## src/rtl/uart_tx_if.sv

```systemverilog
// uart_tx_if: valid/ready word stream feeding the UART transmitter.
//   in_data  P_WIDTH  word to transmit, qualified by in_vld
//   in_vld   1        producer has a word (fifo rd_vld)
//   in_rdy   1        transmitter can take a word this cycle (fifo rd_rdy)
// master = producer side (fifo read port), slave = transmitter side.
interface uart_tx_if #(
  parameter int P_WIDTH = 8
);
  logic [P_WIDTH-1:0] in_data;
  logic               in_vld;
  logic               in_rdy;

  modport master (output in_data, output in_vld, input in_rdy);
  modport slave  (input in_data, input in_vld, output in_rdy);
endinterface

```

## src/rtl/uart_tx.sv

```systemverilog
// uart_tx: serial UART transmitter draining a single-clock fifo read port.
// One word is taken per valid/ready handshake and shifted out LSB-first as
// start bit, P_WIDTH data bits, optional parity bit and P_STOP_BITS stop bits.
// Ports:
//   clk    in   system clock, all logic on posedge
//   rst    in   synchronous active-high reset; drops any frame in flight
//   in_if  slave word stream (in_data / in_vld / in_rdy)
//   tx     out  serial line, idle high, registered
//   busy   out  frame in progress, registered alongside tx
module uart_tx #(
  parameter int P_WIDTH        = 8,
  parameter int P_CLKS_PER_BIT = 868,
  parameter int P_PARITY       = 0,
  parameter int P_STOP_BITS    = 1
) (
  input  logic      clk,
  input  logic      rst,
  uart_tx_if.slave  in_if,
  output logic      tx,
  output logic      busy
);

  localparam int CW = $clog2(P_CLKS_PER_BIT);
  localparam int BW = $clog2(P_WIDTH + 1);

  localparam logic [CW-1:0] BAUD_LAST = CW'(P_CLKS_PER_BIT - 1);
  localparam logic [BW-1:0] DATA_LAST = BW'(P_WIDTH - 1);
  localparam logic [BW-1:0] STOP_LAST = BW'(P_STOP_BITS - 1);

  typedef enum logic [2:0] {
    S_IDLE,
    S_START,
    S_DATA,
    S_PARITY,
    S_STOP
  } state_t;

  state_t             state;
  state_t             state_nxt;
  logic [CW-1:0]      baud_cnt;
  logic [BW-1:0]      bit_cnt;
  logic [P_WIDTH-1:0] shift_reg;
  logic               parity_bit;
  logic               bit_done;
  logic               hs;
  logic               tx_bit;

  // Ready depends on state and rst only, so there is no combinational path
  // from in_vld back to in_rdy through this block.
  assign in_if.in_rdy = (state == S_IDLE) && !rst;
  assign hs           = in_if.in_vld && in_if.in_rdy;
  assign bit_done     = (baud_cnt == BAUD_LAST);

  // State register.
  always_ff @(posedge clk) begin
    // NOTE: sequential state uses non-blocking assignments so every flop
    // samples the pre-edge values regardless of process ordering.
    if (rst) state <= S_IDLE;
    else     state <= state_nxt;
  end

  // Next state and the line level belonging to the current state.
  always_comb begin
    // NOTE: defaults first so every path assigns every output; no latches.
    state_nxt = state;
    tx_bit    = 1'b1;
    unique case (state)
      S_IDLE: begin
        if (hs) state_nxt = S_START;
      end
      S_START: begin
        tx_bit = 1'b0;
        if (bit_done) state_nxt = S_DATA;
      end
      S_DATA: begin
        tx_bit = shift_reg[0];
        if (bit_done && (bit_cnt == DATA_LAST))
          state_nxt = (P_PARITY != 0) ? S_PARITY : S_STOP;
      end
      S_PARITY: begin
        tx_bit = parity_bit;
        if (bit_done) state_nxt = S_STOP;
      end
      S_STOP: begin
        tx_bit = 1'b1;
        if (bit_done && (bit_cnt == STOP_LAST)) state_nxt = S_IDLE;
      end
      default: state_nxt = S_IDLE;
    endcase
  end

  // Datapath: counters, shift register and the registered line outputs.
  // tx and busy are registered from the current state, so the start bit
  // appears one edge after the handshake and busy frames exactly the
  // interval that tx carries a frame.
  always_ff @(posedge clk) begin
    // NOTE: the shift register is an ordinary datapath register, so it is
    // cleared with everything else to keep the reset state fully defined.
    if (rst) begin
      tx         <= 1'b1;
      busy       <= 1'b0;
      baud_cnt   <= '0;
      bit_cnt    <= '0;
      shift_reg  <= '0;
      parity_bit <= 1'b0;
    end else begin
      tx   <= tx_bit;
      busy <= (state != S_IDLE);

      // Both counters restart on every state change so each state begins
      // with a full bit period.
      if (state_nxt != state) begin
        baud_cnt <= '0;
        bit_cnt  <= '0;
      end else if (state != S_IDLE) begin
        baud_cnt <= bit_done ? '0 : baud_cnt + CW'(1);
        if (bit_done) bit_cnt <= bit_cnt + BW'(1);
      end

      if (hs) begin
        shift_reg  <= in_if.in_data;
        // Odd parity sets the bit when the data has an even number of ones.
        parity_bit <= (P_PARITY == 1) ? ~^in_if.in_data : ^in_if.in_data;
      end else if ((state == S_DATA) && bit_done) begin
        shift_reg <= shift_reg >> 1;
      end
    end
  end

endmodule

```

## src/flat_wrapper.sv

```systemverilog
// flat-port wrapper written by rule: the top's interface ports become plain ports
module uart_tx_flat 
#(
  parameter int P_WIDTH        = 8,
  parameter int P_CLKS_PER_BIT = 868,
  parameter int P_PARITY       = 0,
  parameter int P_STOP_BITS    = 1
)
  (clk, rst, tx, busy, in_if_in_data, in_if_in_vld, in_if_in_rdy);
  uart_tx_if #(.P_WIDTH(P_WIDTH)) in_if_i ();
  input  logic clk;
  input  logic rst;
  output logic tx;
  output logic busy;
  input wire logic [$bits(in_if_i.in_data)-1:0] in_if_in_data;
  input wire logic [$bits(in_if_i.in_vld)-1:0] in_if_in_vld;
  output wire logic [$bits(in_if_i.in_rdy)-1:0] in_if_in_rdy;
  assign in_if_i.in_data = in_if_in_data;
  assign in_if_i.in_vld = in_if_in_vld;
  assign in_if_in_rdy = in_if_i.in_rdy;
  uart_tx #(.P_WIDTH(P_WIDTH), .P_CLKS_PER_BIT(P_CLKS_PER_BIT), .P_PARITY(P_PARITY), .P_STOP_BITS(P_STOP_BITS)) u_core (.clk(clk), .rst(rst), .in_if(in_if_i), .tx(tx), .busy(busy));
endmodule
```

## config.mk

```make
export PLATFORM = sky130hd
export DESIGN_NAME = uart_tx_flat
export DESIGN_NICKNAME = d
export VERILOG_FILES = /design/src/rtl/uart_tx_if.sv /design/src/rtl/uart_tx.sv /design/src/flat_wrapper.sv
export SDC_FILE = /design/constraint.sdc
export NUM_CORES = 1
export LEC_CHECK = 0
export ABC_AREA = 1
export BUFFER_PORTS_ARGS = -buffer_cell sky130_fd_sc_hd__buf_2
export CAP_MARGIN = 20
export CORE_MARGIN = 2
export CORE_UTILIZATION = 35
export CTS_CLUSTER_SIZE = 24
export DETAILED_ROUTE_END_ITERATION = 16
export PLACE_DENSITY_LB_ADDON = 0.05
export SLEW_MARGIN = 15
export SYNTH_ARGS = -nofsm -noshare
export SYNTH_HDL_FRONTEND = slang
export SYNTH_SLANG_ARGS = --single-unit
```

## constraint.sdc

```tcl
create_clock -name clk -period 2.56 [get_ports clk]
set_input_delay 0.384 -clock clk [delete_from_list [all_inputs] [get_ports clk]]
set_output_delay 0.384 -clock clk [all_outputs]
set_load 0.02 [all_outputs]
```

# Word level (Yosys, flattened, before mapping)
# Cells that the tools add are included.
[op_classes] reduce_logical=13 add_sub_neg=2 eq_ne=7 muxes=10
[op_table] cell="8-bit 2-to-1 mux" count=2
[op_table] cell="3-bit 2-to-1 mux" count=5
[op_table] cell="3-bit case mux with 5 select lines" count=1
[op_table] cell="10-bit by 1-bit adder with 10-bit output, second input constant" count=1
[op_table] cell="10-bit == test, second input constant" count=1
[op_table] cell="10-bit 2-to-1 mux" count=1
[op_table] cell="8-bit parity" count=1
[op_table] cell="3-bit by 2-bit == test with 1-bit output, second input constant" count=2
[op_table] cell="1-bit logical AND" count=5
[op_table] cell="4-bit by 1-bit adder with 4-bit output, second input constant" count=1
[op_table] cell="4-bit by 3-bit == test with 1-bit output, second input constant" count=1
[op_table] cell="4-bit logical NOT" count=1
[op_table] cell="3-bit by 1-bit == test with 1-bit output, second input constant" count=1
[op_table] cell="3-bit == test, second input constant" count=1
[op_table] cell="3-bit logical NOT" count=1
[op_table] cell="3-bit inequality test" count=1
[op_table] cell="1-bit case mux with 3 select lines" count=1
[op_table] cell="3-bit nonzero test" count=1
[op_table] cell="2-bit AND reduction" count=1
[op_table] cell="2-bit nonzero test" count=1
[op_table] cell="2-bit OR reduction" count=1
[op_table] cell="1-bit logical NOT" count=1
[totals] output_inout_bits=3 elab_cells=39 regBits=28 inputBits=11

# Longest topological paths before layout
# Gate-level depths: netlist of the first run.
[logic_depth] depth_word=7 depth_mapped=10 mapped_depth_nobuf=10

# Worst setup path before layout of the first run
# OpenSTA, ideal clock, no wires.
[synth_timing] kind="reg-to-reg" startpoint="register u_core.baud_cnt[0]" endpoint="register u_core.baud_cnt[3]" t_arrival_ns=1.355 period_less_slack_ns=1.472 slack_ns=1.088 setup_time_ns=0.116 required_time_ns=2.444 path_buffers=1 path_stages_with_launch=10 cell_sequence="dfxtp_1 > ha_1 > nand3_2 > inv_1 > nand3_1 > nand2_1 > nand3_1 > nand3_2 > buf_6 > nor2_2"
[synth_between] elab_chain_cells=6 elab_cells_between_ends=12 classes_between="add/sub (1); eq/ne (2); mux (6); reduce/logical (3)"
[synth_lines] element="from (decl)" line_no="uart_tx.sv:40" rtl="logic [CW-1:0] baud_cnt;"
[synth_lines] element="from (signal assigned)" line_no="uart_tx.sv:116" rtl="baud_cnt <= bit_done ? '0 : baud_cnt + CW'(1);"
[synth_lines] element="10-bit == test" line_no="uart_tx.sv:52" rtl="assign bit_done = (baud_cnt == BAUD_LAST);"
[synth_lines] element="1-bit logical AND, on equally long branches" line_no="uart_tx.sv:86, uart_tx.sv:77"
[synth_lines] element="3-bit 2-to-1 mux, on equally long branches" line_no="uart_tx.sv:86, uart_tx.sv:77"
[synth_lines] element="3-bit case mux with 5 select lines" line_no="uart_tx.sv:67" rtl="unique case (state)"
[synth_lines] element="3-bit inequality test" line_no="uart_tx.sv:112" rtl="if (state_nxt != state) begin"
[synth_lines] element="2-bit OR reduction (no line)"
# Parallel ways exist; a longest one is shown, timed or not.
# A chain may end at the register's enable or synchronous reset.

# Worst setup path after layout of the first run
[layout_timing] startpoint="register u_core.baud_cnt[0]" endpoint="register u_core.baud_cnt[7]"
# The elaborated chain is that of the path after synthesis.

==> out/results.tsv, run 1 <==
metric	value	unit
final_layout_size_suffix_gt1_frac	0.174	
clkTransAtPathRegs	0.09	ns
rsz0062_at_grt	no	
status	complete, no violations	
ctsResizeCount	0	
die_area	5430	µm²
synth-seq-cells	28	
min_path_cells	3	
syn_area	1700	µm²
tns	0	ns
hold_viol	0	
cp_slowest_cell	dfxtp_1	
synth-simple-area-share	0.432	
cts_setup_buffers	0	
synth.area.top_cells	dfxtp_1, nand2_1, inv_1	
crit_path_end_kind	flop	
p_per_area	431	nW/µm²
grt_use_total	0.146	
path_cells	ha_1 > nand3_2 > nor2_4 > nand2_2 > nand3_1 > nand3_2 > nor2_1	
cts_root_buffer	clkbuf_8	
area_growth	8.61	%
cts_tree	yes	
clock.fmax	0.550	GHz
synth_top_cell_by_area	dfxtp_1	
min_period	1.82	ns
coreArea	4690	µm²
synth_edf_count	0	
row_count	25	
drt-pass1-iter-count	4	
synthAdderAreaFrac	0.0221	
arrival	2.01	ns
synth_nets	266	
synth-main-ff-cell	dfxtp_1	
grt_overflow	0	
drt-total-wl	3.56	mm
critPathMaxStageDelay	0.39	ns
drtIter0Drc	87	
wl_per_cell	11.2	µm
final-setup-viol-count	0	
crit_required	2.76	ns
worstPathMaxFanout	14	
antenna_found_initial	0	
synth-async-reset-ratio	0	
r2r_end	u_core.baud_cnt[7]	
worst_pin_slew	0.433	ns
hpwl	2.69	mm
h-tree-depth	1	
maxCapViolations	0	
start_util	0.362	
largest_register_ffs	10	
hold_class	in -> reg	
reg2reg_from	u_core.baud_cnt[0]	
syn_inst	252	
grt_first_pass_wirelength	6.19	mm
hold_end	u_core.shift_reg[7]	
syn_avg_cell_area	6.75	µm²
antenna_cells	0	
dr_total_vias	1458	
reg2regPathDepth	7	
avgViaCountPerCell	4.58	
path_class	reg -> reg	
p_total	0.796	mW
finalCritPeriodShare	0.710	
drc_errors	0	
synth_compound_area_frac	0.0611	
antenna_left	0	
startpoint_type	flop	
gp_congestion	0.727	
total_leakage_power	0.774	nW
hold_path_startpoint	in_if_in_data[7]	
slew_violations	0	
peakVddDrop	0.000298	V
synth-xor-area-share	0.0618	
synth_top_family_by_area	simple AND/OR/NAND/NOR gates	
first_global_vias	1317	
yosys.area.top_type_share	0.330	
ys_types	27	
grt_start_max_net_pins	18	
synthMuxAreaShare	0	
nets	280	
seq_area_frac_synth	0.330	
cts_buffer_depth	2	
r2r_slack	0.74	ns
ios	14	
yosysWarnings	0	
crit_top_cell	nand3_2	
cts.sinks	28	
holdBufCountCts	0	
clock_latency	0.27	ns
cts-buffers-inserted	3	
numPortBuffers	13	
chipHeight	73.7	µm
finClkSkew	0.00709	ns
die_w	73.7	µm
slew_headroom	0.711	
## synthesized netlist by cell type, types with 5 or more instances
| master | number |
|---|---|
| a21oi_1 | 11 |
| dfxtp_1 | 28 |
| inv_1 | 30 |
| inv_2 | 5 |
| nand2_1 | 71 |
| nand3_1 | 17 |
| nand4_1 | 8 |
| nor2_1 | 27 |
| nor2_2 | 10 |
| nor2_4 | 5 |
| o21ai_0 | 7 |
| xnor2_1 | 6 |
| xor2_1 | 6 |
## area by class of cell
type                       count  area (µm²)
inverter                      35         131
tap                           54        67.6
timing repair buffer          13        65.1
fill                         502        2850
sequential                    28         561
clock buffer                   3        41.3
multi-input combinational    185         981
## worst max-delay path, delay by kind of cell (launching register included)
| kind | cells | cell delay (ns) |
|---|---|---|
| fa+ha+maj | 1 | 0.30 |
| simple gates | 6 | 1.06 |
| flops | 1 | 0.39 |
## cell usage in the layout, fill, tap and decap left out, types with 7 or more instances in the layout
| cell | count |
|---|---|
| dfxtp_1 | 28 |
| nor2_2 | 10 |
| nand3_1 | 17 |
| nand2_1 | 71 |
| buf_2 | 13 |
| nand4_1 | 8 |
| nor2_1 | 27 |
| a21oi_1 | 11 |
| inv_1 | 30 |
| o21ai_0 | 7 |
## metal layers
layer  up-vias  part of all wire  GRT usage
met4         0            0.0065     0.0242
met5         -                 0          0
li1        811                 -          -
met3         2             0.019     0.0288
met1       632              0.56      0.220
met2        13              0.42      0.215
## kinds of logic after synthesis
group,Yosys count
compound gates,20
xor+xnor,12
simple gates,150
fa+ha+maj,3
buf+inv,39
flops,28
## where the power goes
group | leakage, nW | internal, mW | switching [mW]
clock network | 0.0216 | 0.106 | 0.131
logic | 0.526 | 0.0372 | 0.0720
registers | 0.227 | 0.445 | 0.00594
total | 0.774 | 0.588 | 0.208
## worst max-delay path by stage
stage	depth (start not counted)	to	slack, ns	from
after detailed placement	7	u_core.baud_cnt[7]	0.72	u_core.baud_cnt[0]
after CTS	7	u_core.baud_cnt[7]	0.70	u_core.baud_cnt[0]
after global routing	7	u_core.baud_cnt[7]	0.53	u_core.baud_cnt[0]
after floorplan	9	u_core.baud_cnt[3]	1.09	u_core.baud_cnt[0]
after global placement	8	u_core.baud_cnt[7]	0.72	u_core.state[2]
final	7	u_core.baud_cnt[7]	0.74	u_core.baud_cnt[0]
## through the flow
step | setup WS [ns] | hold WS (ns) | cells | util | cell area [µm²]
floorplan | 1.09 | 0.439 | 252 | - | 1700
global placement | 0.723 | 0.449 | 315 | 0.385 | 1810
detailed placement | 0.721 | 0.453 | 315 | 0.385 | 1810
CTS | 0.698 | 0.379 | 318 | 0.394 | 1850
global route | 0.527 | 0.394 | 318 | 0.394 | 1850
finish | 0.743 | 0.394 | 318 | 0.394 | 1850
(Power assumes the default switching activity.)
==> run 2, diff against run 1 <==
==> constraint.sdc (replaced) <==
create_clock -name clk -period 1.7 [get_ports clk]
set_input_delay 0.255 -clock clk [delete_from_list [all_inputs] [get_ports clk]]
set_output_delay 0.255 -clock clk [all_outputs]
set_load 0.02 [all_outputs]
==> out/results.tsv, run 2 (synthesized netlist as in run 1, its figures left out) <==
metric	value	unit	change
nets	287		was 280
startpoint_type	flop		unchanged
avgViaCountPerCell	4.66		was 4.58
r2r_slack	0.21	ns	was 0.74 ns
dr_total_vias	1519		was 1458
row_count	25		unchanged
numPortBuffers	13		unchanged
reg2regPathDepth	9		was 7
hold_class	in -> reg		unchanged
slew_headroom	0.786		was 0.711
gp_congestion	0.765		was 0.727
final-setup-viol-count	0		unchanged
crit_top_cell	nand3_2		unchanged
final_cell_mix	nand2_1, inv_1, nor2_1, dfxtp_1, nand3_1		was nand2_1, inv_1, dfxtp_1
grt_first_pass_wirelength	6.51	mm	was 6.19 mm
ios	14		unchanged
die_area	5430	µm²	unchanged
crit_required	1.88	ns	was 2.76 ns
coreArea	4690	µm²	unchanged
critPathMaxStageDelay	0.37	ns	was 0.39 ns
drc_errors	0		unchanged
peakVddDrop	0.000521	V	was 0.000298 V
place_ws	0.117	ns	was 0.721 ns
drtIter0Drc	102		was 87
path_cells	ha_1 > nand3_2 > inv_1 > nand2_4 > nand2_2 > nand3_1 > nand3_2 > buf_12 > nor2_1		was ha_1 > nand3_2 > nor2_4 > nand2_2 > nand3_1 > nand3_2 > nor2_1
h-tree-depth	1		unchanged
largest_register_ffs	10		unchanged
final_common_cell	nand2_1		unchanged
chipHeight	73.7	µm	unchanged
total_leakage_power	0.831	nW	was 0.774 nW
first_global_vias	1383		was 1317
cts_tree	yes		unchanged
grt_overflow	0		unchanged
start_util	0.362		unchanged
hpwl	2.74	mm	was 2.69 mm
p_per_area	718	nW/µm²	was 431 nW/µm²
status	complete, no violations		unchanged
crit_path_end_kind	flop		unchanged
cts_buffer_depth	2		unchanged
min_period	1.49	ns	was 1.82 ns
clkTransAtPathRegs	0.10	ns	was 0.09 ns
area_growth	14.4	%	was 8.61%
slew_violations	0		unchanged
hold_end	u_core.shift_reg[7]		unchanged
finalCritPeriodShare	0.879		was 0.710
final_layout_size_suffix_gt1_frac	0.206		was 0.174
r2r_end	u_core.baud_cnt[7]		unchanged
drt-total-wl	3.74	mm	was 3.56 mm
cts.sinks	28		unchanged
finClkSkew	0.00449	ns	was 0.00709 ns
min_path_cells	3		unchanged
wl_per_cell	11.5	µm	was 11.2 µm
arrival	1.68	ns	was 2.01 ns
hold_viol	0		unchanged
rsz0062_at_grt	no		unchanged
die_w	73.7	µm	unchanged
hold_path_startpoint	in_if_in_data[7]		unchanged
cts_setup_buffers	0		unchanged
cp_slowest_cell	dfxtp_1		unchanged
drt-pass1-iter-count	4		unchanged
fin_ws	0.206	ns	was 0.743 ns
worst_pin_slew	0.319	ns	was 0.433 ns
antenna_found_initial	0		unchanged
maxCapViolations	0		unchanged
cts_root_buffer	clkbuf_8		unchanged
tns	0	ns	unchanged
clock_latency	0.28	ns	was 0.27 ns
antenna_left	0		unchanged
path_class	reg -> reg		unchanged
grt_start_max_net_pins	17		was 18
antenna_cells	0		unchanged
grt_use_total	0.152		was 0.146
nFillCells	524		was 502
clock.fmax	0.669	GHz	was 0.550 GHz
cts-buffers-inserted	3		unchanged
worstPathMaxFanout	14		unchanged
reg2reg_from	u_core.baud_cnt[1]		was u_core.baud_cnt[0]
run 2: cell types whose count changed in the layout (fill, tap and decap cells not counted):
cell       delta
buf_4         +6
buf_12        +1
bufinv_16     +1
dfxtp_1       -1
dfxtp_2       +1
nand2_1       -1
nand2_2       +1
run 2: worst max-delay path by stage:
stage                            start                 end  slack, ns
floorplan           u_core.baud_cnt[0]  u_core.baud_cnt[3]       0.23
global placement    u_core.baud_cnt[0]   u_core.bit_cnt[3]       0.13
detailed placement  u_core.baud_cnt[0]   u_core.bit_cnt[3]       0.12
CTS                 u_core.baud_cnt[0]   u_core.bit_cnt[3]       0.10
global route         u_core.bit_cnt[0]  u_core.baud_cnt[7]       0.03
finish              u_core.baud_cnt[1]  u_core.baud_cnt[7]       0.21
run 2: area by class of cell:
| class | instances | area [µm²] | area share |
|---|---|---|---|
| clock buffers | 3 | 41.3 | 0.0212 |
| clock inverters | 1 | 30.0 | 0.0154 |
| inverters | 35 | 131 | 0.0675 |
| multi-input cells | 185 | 983 | 0.505 |
| flip-flops and latches | 28 | 562 | 0.289 |
| well taps | 54 | 67.6 | 0.0347 |
| repair buffers | 20 | 130 | 0.0669 |
run 2: metal layers:
| layer | vias to the layer above | GRT usage | wire, µm |
|---|---|---|---|
| li1 | 826 | - | - |
| met1 | 675 | 0.227 | 2060 |
| met2 | 16 | 0.225 | 1550 |
| met3 | 2 | 0.0329 | 93 |
| met4 | 0 | 0.0303 | 29 |
| met5 | - | 0 | 0 |
run 2: where the power goes:
| part | total, mW | internal (mW) | switching [mW] |
|---|---|---|---|
| registers | 0.680 | 0.671 | 0.00871 |
| logic | 0.179 | 0.0681 | 0.111 |
| clock network | 0.538 | 0.316 | 0.223 |
| total | 1.40 | 1.05 | 0.343 |
run 2: metrics by stage:
| step | hold slack [ns] | total power, mW | cells | util | instance area, µm² |
|---|---|---|---|---|---|
| after detailed placement | 0.456 | 0.878 | 322 | 0.399 | 1870 |
| after CTS | 0.232 | 1.42 | 326 | 0.414 | 1940 |
| after global routing | 0.236 | 1.46 | 326 | 0.415 | 1950 |
| after global placement | 0.450 | 0.877 | 322 | 0.399 | 1870 |
| after floorplan | 0.324 | 0.820 | 252 | - | 1700 |
| final | 0.247 | 1.40 | 326 | 0.415 | 1950 |
run 2: what timing repair did:
item | CTS | global route
endpoints found under the setup margin | 0 | 5
hold buffers | 0 | 0
gates resized for setup | 0 | 2
run 2: critical path, delay by kind of cell (launching register included):
| kind | cells | cell delay, ns |
|---|---|---|
| fa+ha+maj | 1 | 0.19 |
| simple gates | 6 | 0.55 |
| buf+inv | 2 | 0.29 |
| flops | 1 | 0.37 |
